<file path="src/rtl/exec_core_if.sv">
// Control and data bundle between the execution core and its regfile/memory/IR environment.
// Control strobes are level signals that qualify the bus for the current step only; there is no stall.
interface exec_core_if;
    logic [7:0] opcode;
    logic [7:0] data_in;
    logic [7:0] alu_out;
    logic [7:0] flags_out;
    logic       output_alu;
    logic       alu_out_en;
    logic       alu_flags_out_en;
    logic       reg_out_en;
    logic       reg_write_en;
    logic       mem_out_en;
    logic       mem_write_en;
    logic       mem_mar_write_en;
    logic       ir_write_en;
    logic       hlt;
    logic [1:0] reg_ext_op;
    logic [4:0] reg_write_sel;
    logic [4:0] reg_read_sel;
    logic [2:0] step;

    modport master (
        input  opcode, data_in,
        output alu_out, flags_out, output_alu, alu_out_en, alu_flags_out_en,
               reg_out_en, reg_write_en, mem_out_en, mem_write_en, mem_mar_write_en,
               ir_write_en, hlt, reg_ext_op, reg_write_sel, reg_read_sel, step
    );

    modport slave (
        output opcode, data_in,
        input  alu_out, flags_out, output_alu, alu_out_en, alu_flags_out_en,
               reg_out_en, reg_write_en, mem_out_en, mem_write_en, mem_mar_write_en,
               ir_write_en, hlt, reg_ext_op, reg_write_sel, reg_read_sel, step
    );
endinterface

</file>
<file path="src/rtl/exec_core.sv">
// 8080-style execution core: accumulator ALU plus a step-counter controller that sequences
// fetch and a small instruction subset; the step counter is visible on bus.step.
module exec_core #(
    parameter int PC_SEL = 13,
    parameter int WZ_SEL = 11,
    parameter int W_SEL  = 6,
    parameter int Z_SEL  = 7
) (
    input  logic         clk,
    input  logic         rst,
    output logic         clk_out,
    exec_core_if.master  bus
);
    localparam logic [4:0] SEL_PC   = 5'(PC_SEL);
    localparam logic [4:0] SEL_WZ   = 5'(WZ_SEL);
    localparam logic [4:0] SEL_W    = 5'(W_SEL);
    localparam logic [4:0] SEL_Z    = 5'(Z_SEL);
    localparam logic [1:0] EXT_INC  = 2'b01;
    localparam logic [1:0] EXT_INC2 = 2'b11;
    localparam logic [4:0] ALU_ADD  = 5'd0;
    localparam logic [4:0] ALU_PASS = 5'd8;

    logic [2:0] step, step_nx;
    logic       hlt_r, hlt_nx;
    logic [7:0] acc, tmp, act, flags;

    logic [4:0] alu_opcode;
    logic       ctrl_sig, flags_from_bus;
    logic       acc_we, tmp_we, flags_we, act_store, act_restore;
    logic       last, hlt_c;

    logic [7:0] res, b_eff, flags_c;
    logic [8:0] sum9;
    logic [4:0] sum5;
    logic       c_eff, arith, sub, ac_c, cy_c;

    logic       zf, is_mvi, is_adi, is_out, is_mov, is_alu, is_jmp, jmp_skip;
    logic [4:0] r_sel;

    assign zf       = flags[6];
    assign r_sel    = {2'b00, bus.opcode[2:0]};
    assign is_mvi   = (bus.opcode == 8'h3E);
    assign is_adi   = (bus.opcode == 8'hC6);
    assign is_out   = (bus.opcode == 8'hD3);
    assign is_mov   = (bus.opcode[7:3] == 5'b01111) && (bus.opcode[2:0] < 3'd6);
    assign is_alu   = (bus.opcode[7:6] == 2'b10) && (bus.opcode[2:0] < 3'd6);
    assign is_jmp   = (bus.opcode == 8'hC3) || (bus.opcode == 8'hCA && zf) || (bus.opcode == 8'hC2 && !zf);
    assign jmp_skip = (bus.opcode == 8'hCA && !zf) || (bus.opcode == 8'hC2 && zf);

    // ---- step / halt register ----
    always_ff @(posedge clk) begin
        if (rst) begin
            step  <= 3'd0;
            hlt_r <= 1'b0;
        end else begin
            step  <= step_nx;
            hlt_r <= hlt_nx;
        end
    end

    // ---- next step ----
    always_comb begin
        step_nx = step;
        hlt_nx  = hlt_r | hlt_c;
        if (!hlt_c) step_nx = last ? 3'd0 : step + 3'd1;
    end

    // ---- control outputs ----
    always_comb begin
        bus.output_alu       = 1'b0;
        bus.alu_out_en       = 1'b0;
        bus.alu_flags_out_en = 1'b0;
        bus.reg_out_en       = 1'b0;
        bus.reg_write_en     = 1'b0;
        bus.mem_out_en       = 1'b0;
        bus.mem_write_en     = 1'b0;
        bus.mem_mar_write_en = 1'b0;
        bus.ir_write_en      = 1'b0;
        bus.reg_ext_op       = 2'b00;
        bus.reg_write_sel    = 5'd0;
        bus.reg_read_sel     = 5'd0;
        alu_opcode           = ALU_PASS;
        ctrl_sig             = 1'b0;
        flags_from_bus       = 1'b0;
        acc_we               = 1'b0;
        tmp_we               = 1'b0;
        flags_we             = 1'b0;
        act_store            = 1'b0;
        act_restore          = 1'b0;
        last                 = 1'b0;
        hlt_c                = 1'b0;
        if (hlt_r) begin
            hlt_c = 1'b1;
        end else begin
            case (step)
                3'd0: begin
                    bus.reg_read_sel     = SEL_PC;
                    bus.reg_out_en       = 1'b1;
                    bus.mem_mar_write_en = 1'b1;
                end
                3'd1: begin
                    bus.mem_out_en    = 1'b1;
                    bus.ir_write_en   = 1'b1;
                    bus.reg_write_sel = SEL_PC;
                    bus.reg_ext_op    = EXT_INC;
                end
                3'd2: begin
                    if (bus.opcode == 8'h76) begin
                        hlt_c = 1'b1;
                    end else if (is_mvi || is_adi || is_jmp) begin
                        bus.reg_read_sel     = SEL_PC;
                        bus.reg_out_en       = 1'b1;
                        bus.mem_mar_write_en = 1'b1;
                        // One write select: a jump advances PC while its value is latched into MAR.
                        if (is_jmp) begin
                            bus.reg_write_sel = SEL_PC;
                            bus.reg_ext_op    = EXT_INC;
                        end
                    end else if (is_mov) begin
                        bus.reg_read_sel = r_sel;
                        bus.reg_out_en   = 1'b1;
                        acc_we           = 1'b1;
                        last             = 1'b1;
                    end else if (is_alu) begin
                        bus.reg_read_sel = r_sel;
                        bus.reg_out_en   = 1'b1;
                        tmp_we           = 1'b1;
                    end else if (is_out) begin
                        alu_opcode        = ALU_PASS;
                        bus.output_alu    = 1'b1;
                        bus.reg_write_sel = SEL_PC;
                        bus.reg_ext_op    = EXT_INC;
                        last              = 1'b1;
                    end else if (jmp_skip) begin
                        bus.reg_write_sel = SEL_PC;
                        bus.reg_ext_op    = EXT_INC2;
                        last              = 1'b1;
                    end else begin
                        last = 1'b1;
                    end
                end
                3'd3: begin
                    if (is_mvi || is_adi) begin
                        bus.mem_out_en    = 1'b1;
                        bus.reg_write_sel = SEL_PC;
                        bus.reg_ext_op    = EXT_INC;
                        acc_we            = is_mvi;
                        tmp_we            = is_adi;
                        last              = is_mvi;
                    end else if (is_alu) begin
                        alu_opcode = {2'b00, bus.opcode[5:3]};
                        flags_we   = 1'b1;
                        acc_we     = (bus.opcode[5:3] != 3'd7);
                        ctrl_sig   = 1'b1;
                        last       = 1'b1;
                    end else if (is_jmp) begin
                        bus.mem_out_en    = 1'b1;
                        bus.reg_write_en  = 1'b1;
                        bus.reg_write_sel = SEL_Z;
                    end else begin
                        last = 1'b1;
                    end
                end
                3'd4: begin
                    if (is_adi) begin
                        alu_opcode = ALU_ADD;
                        flags_we   = 1'b1;
                        acc_we     = 1'b1;
                        ctrl_sig   = 1'b1;
                        last       = 1'b1;
                    end else if (is_jmp) begin
                        bus.reg_read_sel     = SEL_PC;
                        bus.reg_out_en       = 1'b1;
                        bus.mem_mar_write_en = 1'b1;
                        bus.reg_write_sel    = SEL_PC;
                        bus.reg_ext_op       = EXT_INC;
                    end else begin
                        last = 1'b1;
                    end
                end
                3'd5: begin
                    if (is_jmp) begin
                        bus.mem_out_en    = 1'b1;
                        bus.reg_write_en  = 1'b1;
                        bus.reg_write_sel = SEL_W;
                    end else begin
                        last = 1'b1;
                    end
                end
                3'd6: begin
                    if (is_jmp) begin
                        bus.reg_read_sel  = SEL_WZ;
                        bus.reg_out_en    = 1'b1;
                        bus.reg_write_en  = 1'b1;
                        bus.reg_write_sel = SEL_PC;
                    end
                    last = 1'b1;
                end
                default: last = 1'b1;
            endcase
        end
    end

    // ---- ALU ----
    always_comb begin
        arith = 1'b0;
        sub   = 1'b0;
        b_eff = tmp;
        c_eff = 1'b0;
        res   = acc;
        case (alu_opcode)
            5'd0: arith = 1'b1;
            5'd1: begin arith = 1'b1; c_eff = flags[0]; end
            // Subtraction is a + ~b + ~borrow; AC is the nibble carry of that sum, CY its inverted carry.
            5'd2, 5'd7: begin arith = 1'b1; sub = 1'b1; b_eff = ~tmp; c_eff = 1'b1; end
            5'd3: begin arith = 1'b1; sub = 1'b1; b_eff = ~tmp; c_eff = ~flags[0]; end
            5'd4: res = acc & tmp;
            5'd5: res = acc ^ tmp;
            5'd6: res = acc | tmp;
            default: res = acc;
        endcase
        sum9 = {1'b0, acc} + {1'b0, b_eff} + {8'b0, c_eff};
        sum5 = {1'b0, acc[3:0]} + {1'b0, b_eff[3:0]} + {4'b0, c_eff};
        ac_c = 1'b0;
        cy_c = 1'b0;
        if (arith) begin
            res  = sum9[7:0];
            ac_c = sum5[4];
            cy_c = sub ? ~sum9[8] : sum9[8];
        end
        flags_c = {res[7], (res == 8'h00), 1'b0, ac_c, 1'b0, ~^res, 1'b1, cy_c};
    end

    always_ff @(posedge clk) begin
        if (rst) begin
            acc   <= 8'h00;
            tmp   <= 8'h00;
            act   <= 8'h00;
            flags <= 8'h00;
        end else begin
            if (act_restore)  acc <= act;
            else if (acc_we)  acc <= ctrl_sig ? res : bus.data_in;
            if (tmp_we)       tmp <= bus.data_in;
            if (flags_we)     flags <= flags_from_bus ? bus.data_in : flags_c;
            if (act_store)    act <= acc;
        end
    end

    assign bus.alu_out   = res;
    assign bus.flags_out = flags;
    assign bus.hlt       = hlt_c;
    assign bus.step      = step;
    assign clk_out       = clk & ~hlt_c;
endmodule

</file>
<file path="src/flat_wrapper.sv">
// flat-port wrapper written by rule: the top's interface ports become plain ports
module exec_core_flat 
#(
    parameter int PC_SEL = 13,
    parameter int WZ_SEL = 11,
    parameter int W_SEL  = 6,
    parameter int Z_SEL  = 7
)
  (clk, rst, clk_out, bus_opcode, bus_data_in, bus_alu_out, bus_flags_out, bus_output_alu, bus_alu_out_en, bus_alu_flags_out_en, bus_reg_out_en, bus_reg_write_en, bus_mem_out_en, bus_mem_write_en, bus_mem_mar_write_en, bus_ir_write_en, bus_hlt, bus_reg_ext_op, bus_reg_write_sel, bus_reg_read_sel, bus_step);
  exec_core_if bus_i ();
  input  logic clk;
  input  logic rst;
  output logic clk_out;
  input wire logic [$bits(bus_i.opcode)-1:0] bus_opcode;
  input wire logic [$bits(bus_i.data_in)-1:0] bus_data_in;
  output wire logic [$bits(bus_i.alu_out)-1:0] bus_alu_out;
  output wire logic [$bits(bus_i.flags_out)-1:0] bus_flags_out;
  output wire logic [$bits(bus_i.output_alu)-1:0] bus_output_alu;
  output wire logic [$bits(bus_i.alu_out_en)-1:0] bus_alu_out_en;
  output wire logic [$bits(bus_i.alu_flags_out_en)-1:0] bus_alu_flags_out_en;
  output wire logic [$bits(bus_i.reg_out_en)-1:0] bus_reg_out_en;
  output wire logic [$bits(bus_i.reg_write_en)-1:0] bus_reg_write_en;
  output wire logic [$bits(bus_i.mem_out_en)-1:0] bus_mem_out_en;
  output wire logic [$bits(bus_i.mem_write_en)-1:0] bus_mem_write_en;
  output wire logic [$bits(bus_i.mem_mar_write_en)-1:0] bus_mem_mar_write_en;
  output wire logic [$bits(bus_i.ir_write_en)-1:0] bus_ir_write_en;
  output wire logic [$bits(bus_i.hlt)-1:0] bus_hlt;
  output wire logic [$bits(bus_i.reg_ext_op)-1:0] bus_reg_ext_op;
  output wire logic [$bits(bus_i.reg_write_sel)-1:0] bus_reg_write_sel;
  output wire logic [$bits(bus_i.reg_read_sel)-1:0] bus_reg_read_sel;
  output wire logic [$bits(bus_i.step)-1:0] bus_step;
  assign bus_i.opcode = bus_opcode;
  assign bus_i.data_in = bus_data_in;
  assign bus_alu_out = bus_i.alu_out;
  assign bus_flags_out = bus_i.flags_out;
  assign bus_output_alu = bus_i.output_alu;
  assign bus_alu_out_en = bus_i.alu_out_en;
  assign bus_alu_flags_out_en = bus_i.alu_flags_out_en;
  assign bus_reg_out_en = bus_i.reg_out_en;
  assign bus_reg_write_en = bus_i.reg_write_en;
  assign bus_mem_out_en = bus_i.mem_out_en;
  assign bus_mem_write_en = bus_i.mem_write_en;
  assign bus_mem_mar_write_en = bus_i.mem_mar_write_en;
  assign bus_ir_write_en = bus_i.ir_write_en;
  assign bus_hlt = bus_i.hlt;
  assign bus_reg_ext_op = bus_i.reg_ext_op;
  assign bus_reg_write_sel = bus_i.reg_write_sel;
  assign bus_reg_read_sel = bus_i.reg_read_sel;
  assign bus_step = bus_i.step;
  exec_core #(.PC_SEL(PC_SEL), .WZ_SEL(WZ_SEL), .W_SEL(W_SEL), .Z_SEL(Z_SEL)) u_core (.clk(clk), .rst(rst), .clk_out(clk_out), .bus(bus_i));
endmodule
</file>
<file path="config.mk">
export PLATFORM = sky130hd
export DESIGN_NAME = exec_core_flat
export DESIGN_NICKNAME = d
export VERILOG_FILES = /design/src/rtl/exec_core_if.sv /design/src/rtl/exec_core.sv /design/src/flat_wrapper.sv
export SDC_FILE = /design/constraint.sdc
export NUM_CORES = 1
export LEC_CHECK = 0
export ABC_AREA = 1
export BUFFER_PORTS_ARGS = -buffer_cell sky130_fd_sc_hd__buf_4
export CAP_MARGIN = 20
export CORE_ASPECT_RATIO = 1.2
export CORE_MARGIN = 3
export CORE_UTILIZATION = 39
export DETAILED_ROUTE_END_ITERATION = 12
export SYNTH_ARGS = -nofsm -noshare
export SYNTH_HDL_FRONTEND = slang
export SYNTH_SLANG_ARGS = --single-unit
</file>
<file path="constraint.sdc">
create_clock -name clk -period 7.5 [get_ports clk]
set_input_delay 1.5 -clock clk [delete_from_list [all_inputs] [get_ports clk]]
set_output_delay 1.5 -clock clk [all_outputs]
set_load 0.01 [all_outputs]
</file>
Word level (Yosys, flattened, before mapping) --
Index checks and enable logic that the tools add are counted.
Storage, ports and cells: register bits after elaboration 26, input bits 18, output and inout port bits 42, logic and storage cells 170
Operators by class: $add $sub $neg 5, order comparisons 1, equal/unequal tests 23, multiplexer cells 106, bitwise gates (word level) 9, reduce and logical (&&, ||, !) cells 21
Operators by type and width (count):
- $mux W5 | 14
- $mux W1 | 58
- $eq A8 B8 Y1 const B | 5
- $pmux W5 S6 | 1
- $mux W4 | 6
- $mux W8 | 3
- $pmux W8 S3 | 1
- $eq A5 B3 Y1 const B | 4
- $pmux W5 S4 | 1
- $mux W2 | 7
- $mux W3 | 4
- $pmux W1 S3 | 4
- $eq A5 B2 Y1 const B | 2
- $pmux W5 S2 | 1
- $add A8 B8 Y9 | 1
- $add A9 B1 Y9 | 1
- $eq A3 B3 Y1 const B | 3
- $and A8 B8 Y8 | 1
- $eq A8 B6 Y1 const B | 1
- $eq A8 B7 Y1 const B | 1
- $logic_not A8 Y1 | 1
- $not A8 Y8 | 1
- $or A8 B8 Y8 | 1
- $pmux W2 S4 | 1
- 26 further kinds | 42

Longest topological paths before layout --
word-level depth 14, depth in mapped cells 25, gate-level depth less buffers 25

==> flow_summary_export.csv <==
group,metric,value,unit
run_status,status,"complete, no violations",
place,port_buffers,52,
timing,hold_viol_final,0,
place,hpwl,7010,um
setup_path,reg2reg_depth,22,
setup_path,critPathTopFamily,"buffers and inverters",
power_and_ir_drop,p_clk_frac,0.201,
timing,finalCriticalPeriod,6.23,ns
yosys,ys_types,36,
flow_run,maxCapViolations,0,
timing,setup_viol,0,
grt,grt_pass1_vias,3136,
setup_path,criticalPathCategory,"input pin to primary output",
power_and_ir_drop,swShare,0.428,
timing,setup_tns,0,ns
grt,grt_pass1_wl,14900,um
layout,layout.cells.most_common,"inv_1",
grt,grt.overflow.total,0,
layout,nets,606,
grt,grt.total_usage,0.199,
timing,final_max_slew_viol_count,0,
setup_path,critPathLaunchType,"input pin",
layout,layout_common_cells,"86 x inv_1, 82 x nand2_1, 69 x nor2_1, 53 x buf_4, 40 x a21oi_1",
layout,syn_to_final_growth,14.5,%
setup_path,cp_num_cells,18,
yosys,syn_inst,509,
power_and_ir_drop,seqPwrFrac,0.293,
layout,fillers,838,
drt,first_pass_iters,5,
setup_path,max_stage_delay,0.56,ns
layout,n_antenna_cell,0,
grt,grt_max_degree,26,
drt,wire_per_inst,13.9,um
place,routabilityCongestion,0.881,
setup_path,critPathMaxFanout,6,
yosys,avgSynthCellArea,6.18,um^2
yosys,netlist_area,0.00315,mm^2
worst_hold_path,min_path_cells,2,
setup_path,arrival,4.73,ns
power_and_ir_drop,powerDensity,146,mW/mm^2
setup_path,crit_chain,"buf_4, nand2_2, nand4_1, inv_1, nand2_1, o211ai_1, buf_4, xor2_1, fa_1, inv_1, fa_1, inv_1, nand4_1, o211ai_1, or2_2, nand3_2, nand2_2, buf_4",
drt,vias,3397,
power_and_ir_drop,leakagePower,1.78,nW
layout,final_cells,645,
power_and_ir_drop,irDropWorstVdd,0.0957,mV
cts,cts_buffers,3,
cts,cts_setup_buffers,0,
cts,postCtsHoldBufs,0,
cts,clock-root-buffer,"clkbuf_8",
cts,tritoncts,"done",
timing,rsz0062_at_grt,"no",
yosys,synthFlopType,"dfxtp_1",
timing,skew,0.00518,ns
setup_path,reg2reg_slack,2.73,ns
power_and_ir_drop,combPwrFrac,0.505,
drt,drc,0,
timing,timing.fmax,161,MHz
setup_path,cp.required,6.00,ns
die,die_y,104,um
cts,insertion_delay,0.29,ns
cts,cts_max_level,1,
yosys,synth.yosys.seq_area_share,0.165,
cts,path_clk_slew,0.10,ns
die,design.core.area,0.00775,mm^2
yosys,async_flop_share,0,
cts,clock_path_buffers,2,
worst_hold_path,holdCritPathClass,"flop to flop",
drt,via_per_inst,5.27,
timing,fin_worst_hold_slack,0.475,ns
die,die_area,0.00919,mm^2
cts,postCtsResizedCells,0,
timing,worst_pin_slew,0.628,ns
power_and_ir_drop,power_switching,0.000226,W
die,die_x,88.0,um
drt,drtIter0Drc,228,
setup_path,end_kind,"primary output",
drt,wirelength,8950,um
drt,antenna_left,0,
grt,antenna_found_initial,0,
yosys,synth_edf_count,0,
timing,finalCritPeriodShare,0.830,
die,start_util,0.406,
die,ios,60,
place,dp.cells,640,
setup_path,crit_buf_inv,6,
setup_path,crit_slowest_cell,"o211ai_1",
layout,drive_above_1_share,0.168,
yosys,synth-seq-cells,26,
yosys,yosysWarnings,0,
power_and_ir_drop,p_int,0.000302,W
die,num_rows,35,
timing,relSlewSlack,0.580,
-- sequential cells by signal, indices dropped and copies added, names as in the netlist --
register,count
u_core.bus.flags_out,6
u_core.acc,8
u_core.hlt_r,1
u_core.bus.step,3
u_core.tmp,8
-- layout make-up --
class	instances	area, um^2	share of cell area
tap	92	115	0.0319
multi-input combinational	381	2190	0.608
sequential	26	520	0.144
clock inverter	2	10.0	0.00278
inverter	88	330	0.0916
clock buffer	4	48.8	0.0135
timing repair buffer	52	390	0.108
-- worst register-to-register path, cell delays in order, from the launching register on --
cell and delay (ns):
dfxtp_1 0.42, ha_1 0.23, ha_1 0.30, nand4_1 0.19, inv_1 0.17, nand2_1 0.17
o211ai_1 0.56, buf_4 0.27, xor2_1 0.21, fa_1 0.23, inv_1 0.07, fa_1 0.37
inv_1 0.11, nand4_1 0.11, o211ai_1 0.13, or2_2 0.16, nand3_2 0.08, nand2_2 0.11
inv_1 0.05, ha_1 0.29, xnor2_1 0.14, xnor2_1 0.21, a21oi_1 0.09
-- power by group through the flow --
stage          Sequential (W)  Combinational, W   Clock [W]
6_report             0.000155          0.000267    0.000106
5_1_grt              0.000157          0.000304    0.000115
4_1_cts              0.000155          0.000268    0.000110
3_5_place_dp         0.000158          0.000267   0.0000154
3_3_place_gp         0.000158          0.000266   0.0000154
2_1_floorplan        0.000158          0.000172  0.00000779
-- cells by family after synthesis --
kind of cell	share of synthesized area
AND/OR/NAND/NOR	0.346
buffers and inverters	0.146
AO/OA/AOI/OAI	0.160
adder cells (fa/ha/maj)	0.140
flip-flops	0.165
XOR/XNOR	0.0417
other	0.00119
-- Yosys cell counts, types with 2 or more instances --
library cell  number  share of area
a21oi_1           40          0.064
a21oi_2            6          0.017
a31oi_1            2         0.0040
buf_4             12          0.029
clkbuf_1           5         0.0060
dfxtp_1           26           0.17
fa_1               2          0.013
ha_1              32           0.13
inv_1             86           0.10
inv_2              2         0.0024
nand2_1           82          0.098
nand2_2           14          0.028
nand3_1           38          0.060
nand3_2            3         0.0095
nand3b_1           9          0.021
nand4_1            9          0.018
nor2_1            69          0.082
nor2_2             3         0.0060
nor2_4             3          0.011
nor3_1             4         0.0064
o211ai_1           5          0.012
o21ai_0           27          0.043
o21ai_1            2         0.0032
or2_2              3         0.0060
xnor2_1            2         0.0056
xor2_1            13          0.036
-- per-layer routing --
layer,vias to the layer above,GRT usage,part of all wire
met2,113,0.355,0.51
li1,1705,-,-
met3,13,0.0143,0.058
met4,0,0.0594,0.018
met1,1566,0.249,0.42
met5,-,0,0
-- worst paths after layout --
path,endpoint,startpoint
worst max-delay path,bus_alu_out[6],bus_opcode[2]
worst min-delay path,u_core.bus.flags_out[4],u_core.bus.flags_out[4]
worst max register to register,u_core.bus.flags_out[2],u_core.bus.step[1]
worst min register to register,u_core.bus.flags_out[4],u_core.bus.flags_out[4]
-- stage by stage --
stage	utilization	setup WS, ns	power (W)	instance area [um^2]
global placement	0.458	1.25	0.000439	3550
detailed placement	0.458	1.11	0.000441	3550
global route	0.465	0.987	0.000576	3610
floorplan	-	2.16	0.000337	3170
finish	0.465	1.27	0.000528	3610
CTS	0.464	1.07	0.000533	3600
No activity file was read; power rests on OpenSTA's default activity.
